**src/rtl/sample_uart_framer_pkg.sv**
```systemverilog
// ----------------------------------------------------------------------------
// sample_uart_framer_pkg
//   Shared types, frame layout constants and byte-mux helpers for the
//   four-channel telemetry framer.
//   Contents:
//     state_e      framer FSM states
//     snap_t       four 16-bit channel samples taken at one instant
//     payload_byte bytes 2..10 of a frame (seq + big-endian samples)
//     frame_byte   any byte 0..11 of a frame, including the XOR checksum
// ----------------------------------------------------------------------------
package sample_uart_framer_pkg;

   typedef enum logic [1:0] {
      ST_IDLE = 2'd0,
      ST_LOAD = 2'd1,
      ST_HOLD = 2'd2,
      ST_WAIT = 2'd3
   } state_e;

   localparam int unsigned FRAME_LEN = 12;
   localparam int unsigned CHK_IDX   = 11;
   localparam logic [3:0]  IDX_LAST  = 4'(CHK_IDX);
   localparam logic [7:0]  HDR0_DEF  = 8'h43;  // "C"
   localparam logic [7:0]  HDR1_DEF  = 8'h48;  // "H"

   typedef logic [15:0] sample_t;

   typedef struct packed {
      sample_t s3;
      sample_t s2;
      sample_t s1;
      sample_t s0;
   } snap_t;

   // Sequence byte followed by each channel, high byte first.
   function automatic logic [7:0] payload_byte(input logic [3:0] idx,
                                               input logic [7:0] seq,
                                               input snap_t      s);
      logic [7:0] b;
      case (idx)
         4'd2:    b = seq;
         4'd3:    b = s.s0[15:8];
         4'd4:    b = s.s0[7:0];
         4'd5:    b = s.s1[15:8];
         4'd6:    b = s.s1[7:0];
         4'd7:    b = s.s2[15:8];
         4'd8:    b = s.s2[7:0];
         4'd9:    b = s.s3[15:8];
         4'd10:   b = s.s3[7:0];
         default: b = 8'h00;
      endcase
      return b;
   endfunction

   // Headers are excluded from the checksum; it covers seq and samples only.
   function automatic logic [7:0] frame_byte(input logic [3:0] idx,
                                             input logic [7:0] hdr0,
                                             input logic [7:0] hdr1,
                                             input logic [7:0] seq,
                                             input snap_t      s);
      logic [7:0] chk;
      logic [7:0] b;
      chk = 8'h00;
      for (int i = 2; i <= 10; i++) begin
         chk = chk ^ payload_byte(4'(i), seq, s);
      end
      case (idx)
         4'd0:    b = hdr0;
         4'd1:    b = hdr1;
         IDX_LAST: b = chk;
         default: b = payload_byte(idx, seq, s);
      endcase
      return b;
   endfunction

endpackage

```
**src/rtl/sample_uart_framer_edge_decim.sv**
```systemverilog
// ----------------------------------------------------------------------------
// sample_edge_decim
//   Detects rising edges of the level-type sample_clk and emits a one-cycle
//   'due' strobe on every DECIMATE-th rise while enabled.
//   Ports:
//     clk        in  system clock
//     rst_n      in  asynchronous active-low reset
//     en         in  1 = count rises; 0 = counter held at zero
//     sample_clk in  sample strobe, synchronous to clk
//     due        out combinational strobe, high in the cycle of the due rise
// ----------------------------------------------------------------------------
module sample_edge_decim #(
   parameter int unsigned DECIMATE = 480
) (
   input  logic clk,
   input  logic rst_n,
   input  logic en,
   input  logic sample_clk,
   output logic due
);

   // A one-bit counter keeps DECIMATE=1 legal; it simply never leaves zero.
   localparam int unsigned CW   = (DECIMATE > 1) ? $clog2(DECIMATE) : 1;
   localparam logic [CW-1:0] LAST = CW'(DECIMATE - 1);

   logic          sample_clk_q, sample_clk_d;
   logic [CW-1:0] cnt_q, cnt_d;
   logic          rise;

   // NOTE: every signal assigned in this block gets a default first, so no
   // path leaves it unassigned and no latch is inferred.
   always_comb begin
      sample_clk_d = sample_clk;
      cnt_d        = cnt_q;
      due          = 1'b0;
      rise         = sample_clk & ~sample_clk_q;
      if (!en) begin
         cnt_d = '0;
      end else if (rise) begin
         if (cnt_q == LAST) begin
            cnt_d = '0;
            due   = 1'b1;
         end else begin
            cnt_d = cnt_q + 1'b1;
         end
      end
   end

   // NOTE: sequential state uses non-blocking assignments so every flop
   // samples the pre-edge value of every other flop.
   always_ff @(posedge clk or negedge rst_n) begin
      if (!rst_n) begin
         sample_clk_q <= 1'b0;
         cnt_q        <= '0;
      end else begin
         sample_clk_q <= sample_clk_d;
         cnt_q        <= cnt_d;
      end
   end

endmodule

```
**src/rtl/sample_uart_framer.sv**
```systemverilog
// ----------------------------------------------------------------------------
// sample_uart_framer
//   Snapshots four codec channels on a decimated sample_clk rise and sends
//   each snapshot as a 12-byte frame through a uart_tx start/busy handshake:
//     HDR0 HDR1 seq s0h s0l s1h s1l s2h s2l s3h s3l chk
//   Ports:
//     clk, rst_n           system clock, asynchronous active-low reset
//     en                   1 = new snapshots allowed
//     sample_clk           level sample strobe from the codec block
//     sample_in0..3        channel samples (signed 16-bit)
//     tx_start/tx_data     one-cycle start pulse and the byte it carries
//     tx_busy              uart_tx busy
//     frame_active         snapshot cycle through completion of last byte
//     overrun_cnt          snapshots dropped while a frame was in flight
// ----------------------------------------------------------------------------
module sample_uart_framer
   import sample_uart_framer_pkg::*;
#(
   parameter int unsigned DECIMATE = 480,
   parameter logic [7:0]  HDR0     = HDR0_DEF,
   parameter logic [7:0]  HDR1     = HDR1_DEF
) (
   input  logic        clk,
   input  logic        rst_n,
   input  logic        en,
   input  logic        sample_clk,
   input  logic [15:0] sample_in0,
   input  logic [15:0] sample_in1,
   input  logic [15:0] sample_in2,
   input  logic [15:0] sample_in3,
   output logic        tx_start,
   output logic [7:0]  tx_data,
   input  logic        tx_busy,
   output logic        frame_active,
   output logic [7:0]  overrun_cnt
);

   logic due;

   sample_edge_decim #(.DECIMATE(DECIMATE)) u_edge_decim (
      .clk        (clk),
      .rst_n      (rst_n),
      .en         (en),
      .sample_clk (sample_clk),
      .due        (due)
   );

   state_e     state_q, state_d;
   logic [3:0] idx_q, idx_d;
   logic [7:0] seq_q, seq_d;
   snap_t      snap_q, snap_d;
   logic       frame_active_q, frame_active_d;
   logic [7:0] ovr_q, ovr_d;
   logic       tx_start_q, tx_start_d;
   logic [7:0] tx_data_q, tx_data_d;

   always_comb begin
      state_d        = state_q;
      idx_d          = idx_q;
      seq_d          = seq_q;
      snap_d         = snap_q;
      frame_active_d = frame_active_q;
      ovr_d          = ovr_q;
      tx_start_d     = 1'b0;
      tx_data_d      = tx_data_q;

      // frame_active_q is still high in the completion cycle, so a due that
      // coincides with completion is dropped rather than started.
      if (due && frame_active_q && (ovr_q != 8'hFF)) begin
         ovr_d = ovr_q + 8'd1;
      end

      case (state_q)
         ST_IDLE: begin
            if (due) begin
               snap_d         = '{s3: sample_in3, s2: sample_in2,
                                  s1: sample_in1, s0: sample_in0};
               frame_active_d = 1'b1;
               state_d        = ST_LOAD;
            end
         end
         ST_LOAD: state_d = ST_HOLD;
         // uart_tx raises busy one cycle after start; skip that cycle so a
         // stale low busy is not mistaken for completion.
         ST_HOLD: state_d = ST_WAIT;
         ST_WAIT: begin
            if (!tx_busy) begin
               if (idx_q == IDX_LAST) begin
                  idx_d          = 4'd0;
                  seq_d          = seq_q + 8'd1;
                  frame_active_d = 1'b0;
                  state_d        = ST_IDLE;
               end else begin
                  idx_d   = idx_q + 4'd1;
                  state_d = ST_LOAD;
               end
            end
         end
         default: state_d = ST_IDLE;
      endcase

      // Start and data are registered on entry to LOAD so the pulse is
      // visible during the LOAD cycle itself, one cycle after the snapshot.
      // Next-state snapshot/index are used so the first byte sees the
      // shadow values being captured in this same cycle.
      if (state_d == ST_LOAD) begin
         tx_start_d = 1'b1;
         tx_data_d  = frame_byte(idx_d, HDR0, HDR1, seq_q, snap_d);
      end
   end

   // NOTE: the shadow registers are reset along with the control state so
   // a frame can never carry values left over from before reset.
   always_ff @(posedge clk or negedge rst_n) begin
      if (!rst_n) begin
         state_q        <= ST_IDLE;
         idx_q          <= 4'd0;
         seq_q          <= 8'd0;
         snap_q         <= '0;
         frame_active_q <= 1'b0;
         ovr_q          <= 8'd0;
         tx_start_q     <= 1'b0;
         tx_data_q      <= 8'd0;
      end else begin
         state_q        <= state_d;
         idx_q          <= idx_d;
         seq_q          <= seq_d;
         snap_q         <= snap_d;
         frame_active_q <= frame_active_d;
         ovr_q          <= ovr_d;
         tx_start_q     <= tx_start_d;
         tx_data_q      <= tx_data_d;
      end
   end

   assign tx_start     = tx_start_q;
   assign tx_data      = tx_data_q;
   assign frame_active = frame_active_q;
   assign overrun_cnt  = ovr_q;

endmodule

```
**config.mk**
```make
export PLATFORM = sky130hd
export DESIGN_NAME = sample_uart_framer
export DESIGN_NICKNAME = d
export VERILOG_FILES = /design/src/rtl/sample_uart_framer_pkg.sv /design/src/rtl/sample_uart_framer_edge_decim.sv /design/src/rtl/sample_uart_framer.sv
export SDC_FILE = /design/constraint.sdc
export NUM_CORES = 1
export LEC_CHECK = 0
export CAP_MARGIN = 10
export CORE_MARGIN = 2
export CORE_UTILIZATION = 50
export CTS_BUF_LIST = sky130_fd_sc_hd__clkbuf_4 sky130_fd_sc_hd__clkbuf_8
export DETAILED_ROUTE_END_ITERATION = 7
export PLACE_DENSITY = 0.74
export SYNTH_ARGS = -nofsm -noshare
export SYNTH_HDL_FRONTEND = slang
export SYNTH_SLANG_ARGS = --single-unit
```
**constraint.sdc**
```tcl
create_clock -name clk -period 5.99 [get_ports clk]
set_clock_uncertainty 0.15 [all_clocks]
set_input_delay 0.599 -clock clk [delete_from_list [all_inputs] [get_ports clk]]
set_output_delay 0.599 -clock clk [all_outputs]
set_load 0.03 [all_outputs]
```
Word level (Yosys, flattened, before mapping)
Index checks and enable logic that the tools add are counted.
{ "totals": {"out_inout_bits": 18, "register_bits": 106, "wordCells": 88} }
{ "classes": {"add_sub_neg": 4, "bitwise": 11, "reduce_logical": 7, "eq_ne": 22, "muxes": 31} }
{ "op_table": {"columns": ["operator", "n"], "rows": [
  ["$mux W64", 2],
  ["$mux W8", 9],
  ["$pmux W8 S9", 1],
  ["$xor A8 B8 Y8", 8],
  ["$mux W9", 3],
  ["$pmux W8 S3", 1],
  ["$eq A4 B4 Y1 const B", 5],
  ["$add A8 B1 Y8 const B", 2],
  ["$eq A4 B3 Y1 const B", 4],
  ["$mux W4", 3],
  ["$add A9 B1 Y9 const B", 1],
  ["$eq A9 B9 Y1 const B", 1],
  ["$eq A4 B2 Y1 const B", 2],
  ["$mux W1", 8],
  ["$ne A8 B8 Y1 const B", 1],
  ["$pmux W2 S4", 1],
  ["$ne A2 B2 Y1 const B", 3],
  ["$add A4 B1 Y4 const B", 1],
  ["$eq A2 B1 Y1 const B", 2],
  ["$eq A2 B2 Y1 const B", 2],
  ["$eq A4 B1 Y1 const B", 1],
  ["$logic_not A4 Y1", 1],
  ["$mux W2", 2],
  ["$reduce_and A4 Y1", 1],
  ["other kinds (8)", 10]
]} }

Logic depth before layout (Yosys ltp)
{ "logic_depth": {"word_depth": 17, "depth_mapped": 12, "ltp_nobuf": 9} }

Modules after synthesis
From an unflattened synthesis, not the netlist that was laid out.
{ "unflattened": {"cells_unflattened": 661, "hier_area_um2": 6284.8} }
{ "by_module_without_submodules": {"columns": ["module", "area_per_inst_um2", "n_inst", "cells_each", "seq_area_each_um2"], "rows": [
  ["sample_uart_framer", 5739.3, 1, 607, 2402.3],
  ["sample_edge_decim", 545.5, 1, 54, 250.2]
]} }

Worst setup path after synthesis
No wires, ideal clock.
{ "synth_timing": {"kind": "input port to flip-flop", "startpoint": "in en", "endpoint": "reg tx_data_q[5], in the netlist tx_data[5]", "required_ns": 5.714, "path_buffers": 3, "path_stages": 10, "setup_ns": 0.126, "slack_ns": 2.806, "arrival_ns": 2.908, "path_cell_list": "buf_4 > or3b_1 > or4_4 > buf_6 > buf_8 > mux2_4 > nand3_2 > a31oi_1 > a311o_1 > o32a_1"} }
{ "synth_rtl": {"columns": ["item", "line", "text"], "rows": [
  ["start, declared", "sample_uart_framer.sv:25", "input logic en,"],
  ["end signal, assigned", "sample_uart_framer.sv:132", "tx_data_q <= tx_data_d;"],
  ["end, declared", "sample_uart_framer.sv:55", "logic [7:0] tx_data_q, tx_data_d;"]
]} }

==> flow_metrics.env <==
export IMPL_status="finished clean"
export IMPL_cts_tree="yes"
export IMPL_drive_above_1_share_pct=8.24
export IMPL_gr_usage_all_layers_pct=22.4
export IMPL_grt_pass1_vias=4762
export IMPL_rsz0062_at_grt="false"
export IMPL_synth_distinct_cells=59
export IMPL_period_share_pct=64.0
export IMPL_grt_pass1_wl_mm=23.4
export IMPL_synth_top_area_share_pct=43.1
export IMPL_fill_cells=1044
export IMPL_dpl_cell_count=835
export IMPL_drv_cap=0
export IMPL_yosys_area_top_type="dfrtp_1"
export IMPL_cts_root_buf="clkbuf_8"
export IMPL_fp_row_count=40
export IMPL_arrival_ns=3.96
export IMPL_slew_violations=0
export IMPL_core_area_mm2=0.0120
export IMPL_setup_violations_final=0
export IMPL_crit_fanout=82
export IMPL_cts_setup_buffers=0
export IMPL_syn_cell_area_mm2=0.00615
export IMPL_io_pins=87
export IMPL_synthesis_nets=696
export IMPL_clkTransAtPathRegs_ns=0.10
export IMPL_ctsLongestPathBuffers=2
export IMPL_area_growth_pct=18.9
export IMPL_setup_tns_ns=0
export IMPL_hold_violations=0
export IMPL_max_freq_ghz=0.261
export IMPL_hold_buffers=0
export IMPL_clock_sinks=106
export IMPL_nNetsFinal=772
export IMPL_slew_headroom_pct=27.3
export IMPL_worst_ep_required_time_ns=6.11
export IMPL_clk_latency_ns=0.38
export IMPL_hp_class="input port to asynchronous set/reset pin"
export IMPL_p_leak_nw=3.41
export IMPL_start_util_pct=51.2
export IMPL_critPathKind="input port to register"
export IMPL_ant_nets=0
export IMPL_die_h_um=115
export IMPL_cts_resized=0
export IMPL_vias_per_cell=5.57
export IMPL_most_common_layout_cells="nand2_1, dfrtp_1, xnor2_1"
export IMPL_timing_final_ws_setup_ns=2.15
export IMPL_place_ws_ns=1.76
export IMPL_post_route_drc_count=0
export IMPL_critPathLaunchType="input port"
export IMPL_fin_cells=851
export IMPL_portBuffers=86
export IMPL_vias=4744
export IMPL_synth_cells=623
export IMPL_routabilityCongestion=0.815
export IMPL_antenna_found_initial=0
export IMPL_synthArstFlopShare_pct=100
export IMPL_fp_dieW_um=115
export IMPL_layout_min_cycle_time_ns=3.84
export IMPL_final_common_cell="nand2_1"
export IMPL_synth_seq_cells=106
export IMPL_route_final_wire_length_mm=14.2
export IMPL_peakVddDrop_mv=0.104
export IMPL_yosysSeqAreaShare_pct=43.1
export IMPL_drt_pre_antenna_iters=5
export IMPL_drt_iter0_drc=269
export IMPL_p_per_area_mw_per_mm2=182
export IMPL_multiInputGateArea_mm2=0.00330
export IMPL_tightest_slew_ns=1.09
export IMPL_synth_edf_count=0
export IMPL_die_area_mm2=0.0132
export IMPL_diodes=0
export IMPL_cts_buffers=9
export IMPL_dp_hpwl_mm=10.1
export IMPL_synth_warnings=0
export IMPL_grt_overflow=0
export IMPL_end_kind="register"
export IMPL_wire_per_inst_um=16.7
export IMPL_syn_area_per_cell_um2=9.87
export IMPL_grt_start_max_net_pins=83
export IMPL_cts_htree_levels=3
export IMPL_synthTopCellsByArea="dfrtp_1, xnor2_1, nand2_1"
export IMPL_regArea_mm2=0.00265
export IMPL_synthFlopType="dfrtp_1"
metal layers:
metal / vias up / share of wire [%] / track usage, %
li1: 2268 / - / -
met1: 2340 / 44 / 30.5
met2: 120 / 50 / 38.0
met3: 16 / 4.6 / 2.79
met4: 0 / 1.4 / 6.59
met5: - / 0 / 0
per-stage QoR:
step	area, um^2	power (mW)	util, %	hold slack [ns]
floorplan	6150	0.769	-	0.153
global route	7310	1.38	60.9	0.101
global placement	7080	0.841	59.0	0.335
CTS	7310	1.34	60.9	0.0756
detailed placement	7080	0.842	59.0	0.335
finish	7310	1.33	60.9	0.0587
where the power goes:
group	switching [mW]	internal, mW	leakage, nW
Combinational	0.0461	0.0643	1.82
Clock	0.244	0.263	0.120
Sequential	0.000810	0.716	1.48
final timing paths:
| check | cells after the start | to | startpoint | slack (ns) |
|---|---|---|---|---|
| setup / recovery | 8 | tx_data[2]$_DFFE_PN0P_ | en | 2.15 |
| min in group clk | 1 | overrun_cnt[5]$_DFFE_PN0P_ | overrun_cnt[5]$_DFFE_PN0P_ | 0.36 |
| hold / removal | 1 | snap_q[18]$_DFF_PN0_ | rst_n | 0.06 |
| max in group asynchronous | 2 | seq_q[7]$_DFFE_PN0P_ | rst_n | 4.44 |
| setup reg to reg | 8 | tx_data[2]$_DFFE_PN0P_ | u_edge_decim.cnt_q[0]$_DFFE_PN0P_ | 2.53 |
| hold reg to reg | 1 | overrun_cnt[5]$_DFFE_PN0P_ | overrun_cnt[5]$_DFFE_PN0P_ | 0.36 |
worst max-delay path: stages:
cell	delay [ns]
clkdlybuf4s50_1	0.65
or3b_1	0.42
or4_4	0.91
mux2_2	0.45
mux2_2	0.27
a22oi_1	0.14
o211ai_1	0.10
o32a_1	0.36
layout make-up:
cell class / count / area share [%]
clock buffers: 12 / 2.17
clock inverters: 4 / 1.01
inverters: 16 / 0.821
multi-input cells: 477 / 45.2
flip-flops and latches: 106 / 36.3
well taps: 147 / 2.51
repair buffers: 89 / 12.0
Yosys cell counts, drive strengths merged (4+ instances only):
master,count
nand3,21
buf,15
dfrtp,106
nand2,130
mux2i,28
a31oi,7
and2,5
ha,4
and3,6
a22oi,8
or3,4
clkbuf,9
nand4,4
a21oi,11
xnor2,97
o32a,7
nor2b,7
nor3,8
xor2,24
nor2,26
o211ai,4
inv,16
o21ai,7
mux2,30
nand4b,4
logic make-up (layout without fill, tap and decap cells):
kind of cell | count (synthesis) | count (layout) | synth area share (%)
AOI/OAI and AO/OA | 69 | 69 | 8.24
adders and majority gates | 4 | 4 | 0.814
and+or+nand+nor | 223 | 223 | 16.2
xor gates and xnor gates | 123 | 123 | 18.0
buffers and inverters | 40 | 121 | 3.30
DFF | 106 | 106 | 43.1
muxes | 58 | 58 | 10.3
state kept, by name, indices dropped and copies added, names as in the netlist:
register	flops
idx_q	4
u_edge_decim.sample_clk_q	1
frame_active	1
u_edge_decim.cnt_q	9
tx_start	1
snap_q	64
overrun_cnt	8
state_q	2
tx_data	8
seq_q	8
(Power assumes the default switching activity.)
